===== config.mk =====
export PLATFORM = sky130hd
export DESIGN_NAME = tile_spawner
export DESIGN_NICKNAME = d
export VERILOG_FILES = /design/src/rtl/game_pkg.sv /design/src/rtl/lfsr16.sv /design/src/rtl/tile_spawner.sv
export SDC_FILE = /design/constraint.sdc
export NUM_CORES = 1
export LEC_CHECK = 0
export BUFFER_PORTS_ARGS = -buffer_cell sky130_fd_sc_hd__buf_2
export CAP_MARGIN = 25
export CORE_MARGIN = 5
export CORE_UTILIZATION = 60
export DETAILED_ROUTE_END_ITERATION = 8
export PLACE_DENSITY = 0.85
export SYNTH_ARGS = -nofsm -noshare
export SYNTH_HDL_FRONTEND = slang
export SYNTH_SLANG_ARGS = --single-unit

===== constraint.sdc =====
create_clock -name clk -period 6.2 [get_ports clk]
set_input_delay 1.24 -clock clk [delete_from_list [all_inputs] [get_ports clk]]
set_output_delay 1.24 -clock clk [all_outputs]
set_load 0.03 [all_outputs]

===== src/rtl/game_pkg.sv =====
`default_nettype none
// ============================================================================
// Module      : game_pkg
// Description : Shared board geometry, spawner state encoding and LFSR taps.
// Revision    : 1.0 - initial release
// ============================================================================
package game_pkg;

    localparam int GRID_N = 4;
    localparam int CELL_W = 4;
    localparam int NCELLS = GRID_N * GRID_N;
    localparam int IDX_W  = 4;
    localparam int CNT_W  = 5;

    // x^16 + x^14 + x^13 + x^11 + 1, left-shifting: taps on bits 15, 13, 12, 10
    localparam logic [15:0] LFSR_TAPS = 16'hB400;

    typedef enum logic [1:0] {
        SP_IDLE  = 2'd0,
        SP_SCAN  = 2'd1,
        SP_PLACE = 2'd2,
        SP_DONE  = 2'd3
    } spawn_state_e;

    typedef logic [0:GRID_N-1][0:GRID_N-1][CELL_W-1:0] grid_t;

    function automatic logic lfsr_feedback(input logic [15:0] s);
        return ^(s & LFSR_TAPS);
    endfunction

endpackage
`default_nettype wire


===== src/rtl/lfsr16.sv =====
`default_nettype none
// ============================================================================
// Module      : lfsr16
// Description : 16-bit Fibonacci LFSR, shifts left every cycle, reloads seed.
// Revision    : 1.0 - initial release
// ============================================================================
module lfsr16
    import game_pkg::*;
(
    input  logic        clk,
    input  logic        reset,
    input  logic [15:0] seed,
    output logic [15:0] q
);

    logic [15:0] lfsr_q;
    logic [15:0] lfsr_d;

    assign lfsr_d = {lfsr_q[14:0], lfsr_feedback(lfsr_q)};

    always_ff @(posedge clk) begin
        if (reset) begin
            lfsr_q <= seed;
        end else begin
            lfsr_q <= lfsr_d;
        end
    end

    assign q = lfsr_q;

endmodule
`default_nettype wire


===== src/rtl/tile_spawner.sv =====
`default_nettype none
// ============================================================================
// Module      : tile_spawner
// Description : Places one random 2/4 tile into the first empty cell found
//               by a wrapping linear probe from a random start index.
// Revision    : 1.0 - initial release
// ============================================================================
module tile_spawner
    import game_pkg::*;
#(
    parameter logic [15:0] LFSR_SEED  = 16'hACE1,
    parameter int          FOUR_SLOTS = 2
) (
    input  logic                                         clk,
    input  logic                                         reset,
    input  logic                                         start,
    input  logic [0:GRID_N-1][0:GRID_N-1][CELL_W-1:0]    grid_in,
    output logic [0:GRID_N-1][0:GRID_N-1][CELL_W-1:0]    grid_out,
    output logic                                         busy,
    output logic                                         done,
    output logic                                         full
);

    localparam logic [4:0]       FOUR_THR  = 5'(FOUR_SLOTS);
    localparam logic [CNT_W-1:0] LAST_CNT  = CNT_W'(NCELLS - 1);

    spawn_state_e      state_q, state_d;
    logic [IDX_W-1:0]  idx_q, idx_d;
    logic [CNT_W-1:0]  count_q, count_d;
    logic [CELL_W-1:0] value_q, value_d;
    grid_t             board_q, board_d;
    grid_t             grid_out_q, grid_out_d;
    logic              full_q, full_d;

    logic [15:0]       lfsr_q;
    logic [CELL_W-1:0] probe_cell;
    logic              probe_hit;
    logic              last_probe;
    logic              four_tile;
    logic [7:0]        lfsr_unused;

    lfsr16 u_lfsr (
        .clk   (clk),
        .reset (reset),
        .seed  (LFSR_SEED),
        .q     (lfsr_q)
    );

    // Only the low byte selects start index and tile value
    assign lfsr_unused = lfsr_q[15:8];

    assign probe_cell = board_q[idx_q[3:2]][idx_q[1:0]];
    assign probe_hit  = (probe_cell == '0);
    assign last_probe = (count_q == LAST_CNT);
    assign four_tile  = ({1'b0, lfsr_q[7:4]} < FOUR_THR);

    // ------------------------------------------------------------------------
    // FSM: state register
    // ------------------------------------------------------------------------
    always_ff @(posedge clk) begin
        if (reset) begin
            state_q <= SP_IDLE;
        end else begin
            state_q <= state_d;
        end
    end

    // ------------------------------------------------------------------------
    // FSM: next state
    // ------------------------------------------------------------------------
    always_comb begin
        state_d = state_q;
        case (state_q)
            SP_IDLE:  if (start) state_d = SP_SCAN;
            SP_SCAN: begin
                if (probe_hit) begin
                    state_d = SP_PLACE;
                end else if (last_probe) begin
                    state_d = SP_DONE;
                end
            end
            SP_PLACE: state_d = SP_DONE;
            SP_DONE:  state_d = SP_IDLE;
            default:  state_d = SP_IDLE;
        endcase
    end

    // ------------------------------------------------------------------------
    // FSM: outputs
    // ------------------------------------------------------------------------
    always_comb begin
        busy = (state_q != SP_IDLE);
        done = (state_q == SP_DONE);
    end

    // ------------------------------------------------------------------------
    // Datapath next state; grid_out is loaded on entry to DONE so it is
    // already valid during the done pulse.
    // ------------------------------------------------------------------------
    always_comb begin
        idx_d      = idx_q;
        count_d    = count_q;
        value_d    = value_q;
        board_d    = board_q;
        grid_out_d = grid_out_q;
        full_d     = full_q;
        case (state_q)
            SP_IDLE: begin
                if (start) begin
                    board_d = grid_in;
                    idx_d   = lfsr_q[3:0];
                    value_d = four_tile ? CELL_W'(2) : CELL_W'(1);
                    count_d = '0;
                    full_d  = 1'b0;
                end
            end
            SP_SCAN: begin
                if (!probe_hit) begin
                    idx_d   = idx_q + 1'b1;
                    count_d = count_q + 1'b1;
                    if (last_probe) begin
                        full_d     = 1'b1;
                        grid_out_d = board_q;
                    end
                end
            end
            SP_PLACE: begin
                board_d[idx_q[3:2]][idx_q[1:0]] = value_q;
                grid_out_d                      = board_d;
            end
            default: ;
        endcase
    end

    always_ff @(posedge clk) begin
        if (reset) begin
            idx_q      <= '0;
            count_q    <= '0;
            value_q    <= '0;
            board_q    <= '0;
            grid_out_q <= '0;
            full_q     <= 1'b0;
        end else begin
            idx_q      <= idx_d;
            count_q    <= count_d;
            value_q    <= value_d;
            board_q    <= board_d;
            grid_out_q <= grid_out_d;
            full_q     <= full_d;
        end
    end

    assign grid_out = grid_out_q;
    assign full     = full_q;

endmodule
`default_nettype wire


==> flow_metrics.env <==
export IMPL_cp_required_ns=6.54
export IMPL_floorplan_core_area_sq_um=11500
export IMPL_fin_crit_ns=2.93
export IMPL_synth_edf_count=0
export IMPL_finalPower_uw=4270
export IMPL_worst_slew_pin_slew_ns=1.03
export IMPL_cts_htree_levels=4
export IMPL_drt_first_iter_violations=1055
export IMPL_gr_peak_layer="met1"
export IMPL_die_w_microns=119
export IMPL_peakVddDrop_v=0.000276
export IMPL_cp_capture_point="grid_out[17]"
export IMPL_critical_path_reg2reg_endpoint="grid_out[17]"
export IMPL_clock_sink_count=158
export IMPL_cts_repair_resized=0
export IMPL_drtPass1Iterations=7
export IMPL_tritoncts_num_buffers=17
export IMPL_synthesis_instances=821
export IMPL_placement_io_buffers=133
export IMPL_crit_arrival_ns=3.27
export IMPL_cts_hold_buffers=0
export IMPL_row_count=39
export IMPL_layout_commonest_cell="sky130_fd_sc_hd__dfxtp_1"
export IMPL_drv_slew=0
export IMPL_cp_startpoint="idx_q[2]"
export IMPL_final_hold_vios=0
export IMPL_grt_start_max_net_pins=97
export IMPL_final_seq_area_sq_um=3160
export IMPL_n_antenna_cell=0
export IMPL_place_inst=1033
export IMPL_critical_path_endpoint_type="flop"
export IMPL_yosys_most_used_dff="sky130_fd_sc_hd__dfxtp_1"
export IMPL_tritoncts="done"
export IMPL_via_count=6738
export IMPL_yosys_area_top_type="sky130_fd_sc_hd__dfxtp_1"
export IMPL_total_leakage_power_uw=0.00347
export IMPL_grtUsageMet2_pct=39.0
export IMPL_finalInstanceArea_sq_um=8320
export IMPL_drt_drc=0
export IMPL_multiInputGateArea_sq_um=3530
export IMPL_postRouteWirelength_microns=20300
export IMPL_cts_clk_slew_worst_paths_ns=0.06
export IMPL_post_dp_cell_area_sq_um=7640
export IMPL_place_hpwl_microns=13700
export IMPL_totalNegativeSetupSlack_ns=0
export IMPL_mapped_cell_area_sq_um=7070
export IMPL_clock_path_buffers=2
export IMPL_worst_skew_ns=0.00987
export IMPL_grt_setup_unrepaired="no"
export IMPL_fillerInstances=846
export IMPL_top_level_pins=134
export IMPL_r2r_cells=8
export IMPL_first_global_vias=6174
export IMPL_met3_layer_usage_reported_by_global_route_pct=5.97
export IMPL_synth_yosys_seq_area_share_pct=44.7
export IMPL_finalSetupViolCount=0
export IMPL_maxClockFrequency_mhz=342
export IMPL_postSynth_asyncResetShare_pct=0
export IMPL_globalplace_congestion=0.904
export IMPL_clock_insertion_delay_worst_skew_ns=0.42
export IMPL_grt_first_pass_wirelength_microns=32600
export IMPL_detail_route_wl_per_cell_microns=19.0
export IMPL_finish_utilization_pct=72.5
export IMPL_status="completed"
export IMPL_worst_hold_path_type="reg2reg"
export IMPL_area_growth_synth_to_final_pct=17.6
export IMPL_synth_lib_cells_used_distinct=57
export IMPL_start_util_pct=61.7
export IMPL_reg2reg_from="idx_q[2]"
export IMPL_postSynthRegisterBits=158
export IMPL_max_slew_margin_pct=31.0
export IMPL_dieArea_sq_um=14100
export IMPL_cts_setup_buffers=0
export IMPL_synth_avg_cell_area_sq_um=8.62
export IMPL_ctsRootBufferMaster="sky130_fd_sc_hd__clkbuf_16"
export IMPL_stdcell_count=1066
export IMPL_antenna_found_initial=0
export IMPL_start_kind="flop"
export IMPL_layout_worst_path_cycle_share_pct=47.2
export IMPL_globalRouteMet1Util_pct=43.2
export IMPL_grt_util_all_layers_pct=28.0
export IMPL_r2r_setup_slack_ns=3.27
export IMPL_die_height_microns=119
export IMPL_ys_warnings_count=0
export IMPL_drt_antenna_violating_nets=0
export IMPL_p_per_area_nw_per_um2=514
export IMPL_finalNetCount=988
export IMPL_synth_top_cell_area_share_pct=44.7
export IMPL_max_cap_violations=0
export IMPL_post_route_cells_drive_above_1_share_pct=23.7
export IMPL_layout_cells_most_common_list="sky130_fd_sc_hd__dfxtp_1 (158), sky130_fd_sc_hd__buf_2 (132), sky130_fd_sc_hd__a21oi_1 (93), sky130_fd_sc_hd__nand2_1 (91), sky130_fd_sc_hd__nor2_1 (70)"
export IMPL_worst_path_max_fanout=64
export IMPL_syn_num_nets=898
export IMPL_overflow=0
export IMPL_crit_type="reg2reg"
export IMPL_via_per_inst=6.32
export IMPL_post_synth_main_area_contributors="sky130_fd_sc_hd__dfxtp_1 (45%), sky130_fd_sc_hd__a21oi_1 (6.6%), sky130_fd_sc_hd__a211oi_2 (5.3%)"
-- critical path: stages (launching register included) --
cell and delay (ns):
sky130_fd_sc_hd__dfxtp_1 0.44, sky130_fd_sc_hd__nor2_1 0.54, sky130_fd_sc_hd__o41ai_1 0.19, sky130_fd_sc_hd__and4_1 0.27, sky130_fd_sc_hd__o32a_2 0.41, sky130_fd_sc_hd__nand2_4 0.32
sky130_fd_sc_hd__buf_16 0.33, sky130_fd_sc_hd__nor2_1 0.10, sky130_fd_sc_hd__a211oi_2 0.20
-- per-stage QoR --
stage | hold slack (ns) | setup WS, ns
3_3_place_gp | 0.392 | 2.93
2_1_floorplan | 0.389 | 3.59
4_1_cts | 0.419 | 3.07
6_report | 0.414 | 3.27
5_1_grt | 0.426 | 3.09
3_5_place_dp | 0.394 | 2.98
-- Yosys cell counts, types with 3 or more instances --
cell / count
sky130_fd_sc_hd__a211oi_1: 3
sky130_fd_sc_hd__a211oi_2: 30
sky130_fd_sc_hd__a21oi_1: 93
sky130_fd_sc_hd__a22oi_1: 32
sky130_fd_sc_hd__and2_1: 3
sky130_fd_sc_hd__and3_1: 3
sky130_fd_sc_hd__buf_1: 5
sky130_fd_sc_hd__buf_2: 8
sky130_fd_sc_hd__buf_4: 6
sky130_fd_sc_hd__buf_6: 7
sky130_fd_sc_hd__clkbuf_1: 45
sky130_fd_sc_hd__dfxtp_1: 158
sky130_fd_sc_hd__ha_1: 10
sky130_fd_sc_hd__inv_1: 10
sky130_fd_sc_hd__mux2i_1: 34
sky130_fd_sc_hd__nand2_1: 91
sky130_fd_sc_hd__nand3_1: 50
sky130_fd_sc_hd__nor2_1: 71
sky130_fd_sc_hd__nor2b_1: 8
sky130_fd_sc_hd__nor3_1: 8
sky130_fd_sc_hd__nor4_1: 6
sky130_fd_sc_hd__o211ai_1: 4
sky130_fd_sc_hd__o21ai_0: 43
sky130_fd_sc_hd__o22ai_1: 33
sky130_fd_sc_hd__o41ai_1: 7
sky130_fd_sc_hd__or2_2: 8
sky130_fd_sc_hd__or3_1: 4
sky130_fd_sc_hd__or4_1: 4
sky130_fd_sc_hd__xor2_1: 3
-- power breakdown --
part           switching, uW  internal (uW)  total, uW  leakage [uW]
Clock                    432            700       1130      0.000302
Combinational           1110            534       1640       0.00188
Sequential               223           1270       1500       0.00129
Total                   1770           2510       4270       0.00347
-- flip-flops by register name, summed over array words and instances, names as in the netlist --
register / flops
state_q: 2
value_q: 2
idx_q: 4
u_lfsr.q: 16
grid_out: 64
board_q: 64
count_q: 5
full: 1
-- worst min-delay path by stage --
| stage | cells after the start | slack (ns) | endpoint | start |
|---|---|---|---|---|
| after floorplan | 1 | 0.39 | u_lfsr.q[10] | u_lfsr.q[9] |
| after global placement | 1 | 0.39 | u_lfsr.q[10] | u_lfsr.q[9] |
| after detailed placement | 1 | 0.39 | u_lfsr.q[10] | u_lfsr.q[9] |
| after CTS | 1 | 0.42 | u_lfsr.q[5] | u_lfsr.q[4] |
| after global routing | 1 | 0.43 | u_lfsr.q[10] | u_lfsr.q[9] |
| final | 1 | 0.41 | u_lfsr.q[5] | u_lfsr.q[4] |
-- routing by layer --
| layer | part of all wire, % | vias to the layer above | routed length [microns] |
|---|---|---|---|
| li1 | - | 3149 | - |
| met1 | 44 | 3106 | 8960 |
| met2 | 42 | 439 | 8490 |
| met3 | 12 | 44 | 2420 |
| met4 | 2.0 | 0 | 415 |
| met5 | 0 | - | 0 |
-- area by class of cell --
cell class | instances | area share, %
Clock buffer | 20 | 5.49
Clock inverter | 11 | 2.17
Inverter | 10 | 0.451
Multi-Input combinational cell | 581 | 42.4
Sequential cell | 158 | 38.0
Tap cell | 143 | 2.15
Timing Repair Buffer | 143 | 9.27
-- cell families (layout without fill, tap and decap cells) --
| logic type | Yosys count | in the layout | share of synthesized area (%) |
|---|---|---|---|
| xor gates and xnor gates | 4 | 4 | 0.495 |
| adders and majority gates | 10 | 10 | 1.77 |
| AOI/OAI and AO/OA | 263 | 263 | 25.0 |
| and+or+nand+nor | 270 | 270 | 17.6 |
| DFF | 158 | 158 | 44.7 |
| buffers and inverters | 82 | 184 | 5.57 |
| muxes | 34 | 34 | 4.81 |
(Power assumes the default switching activity.)
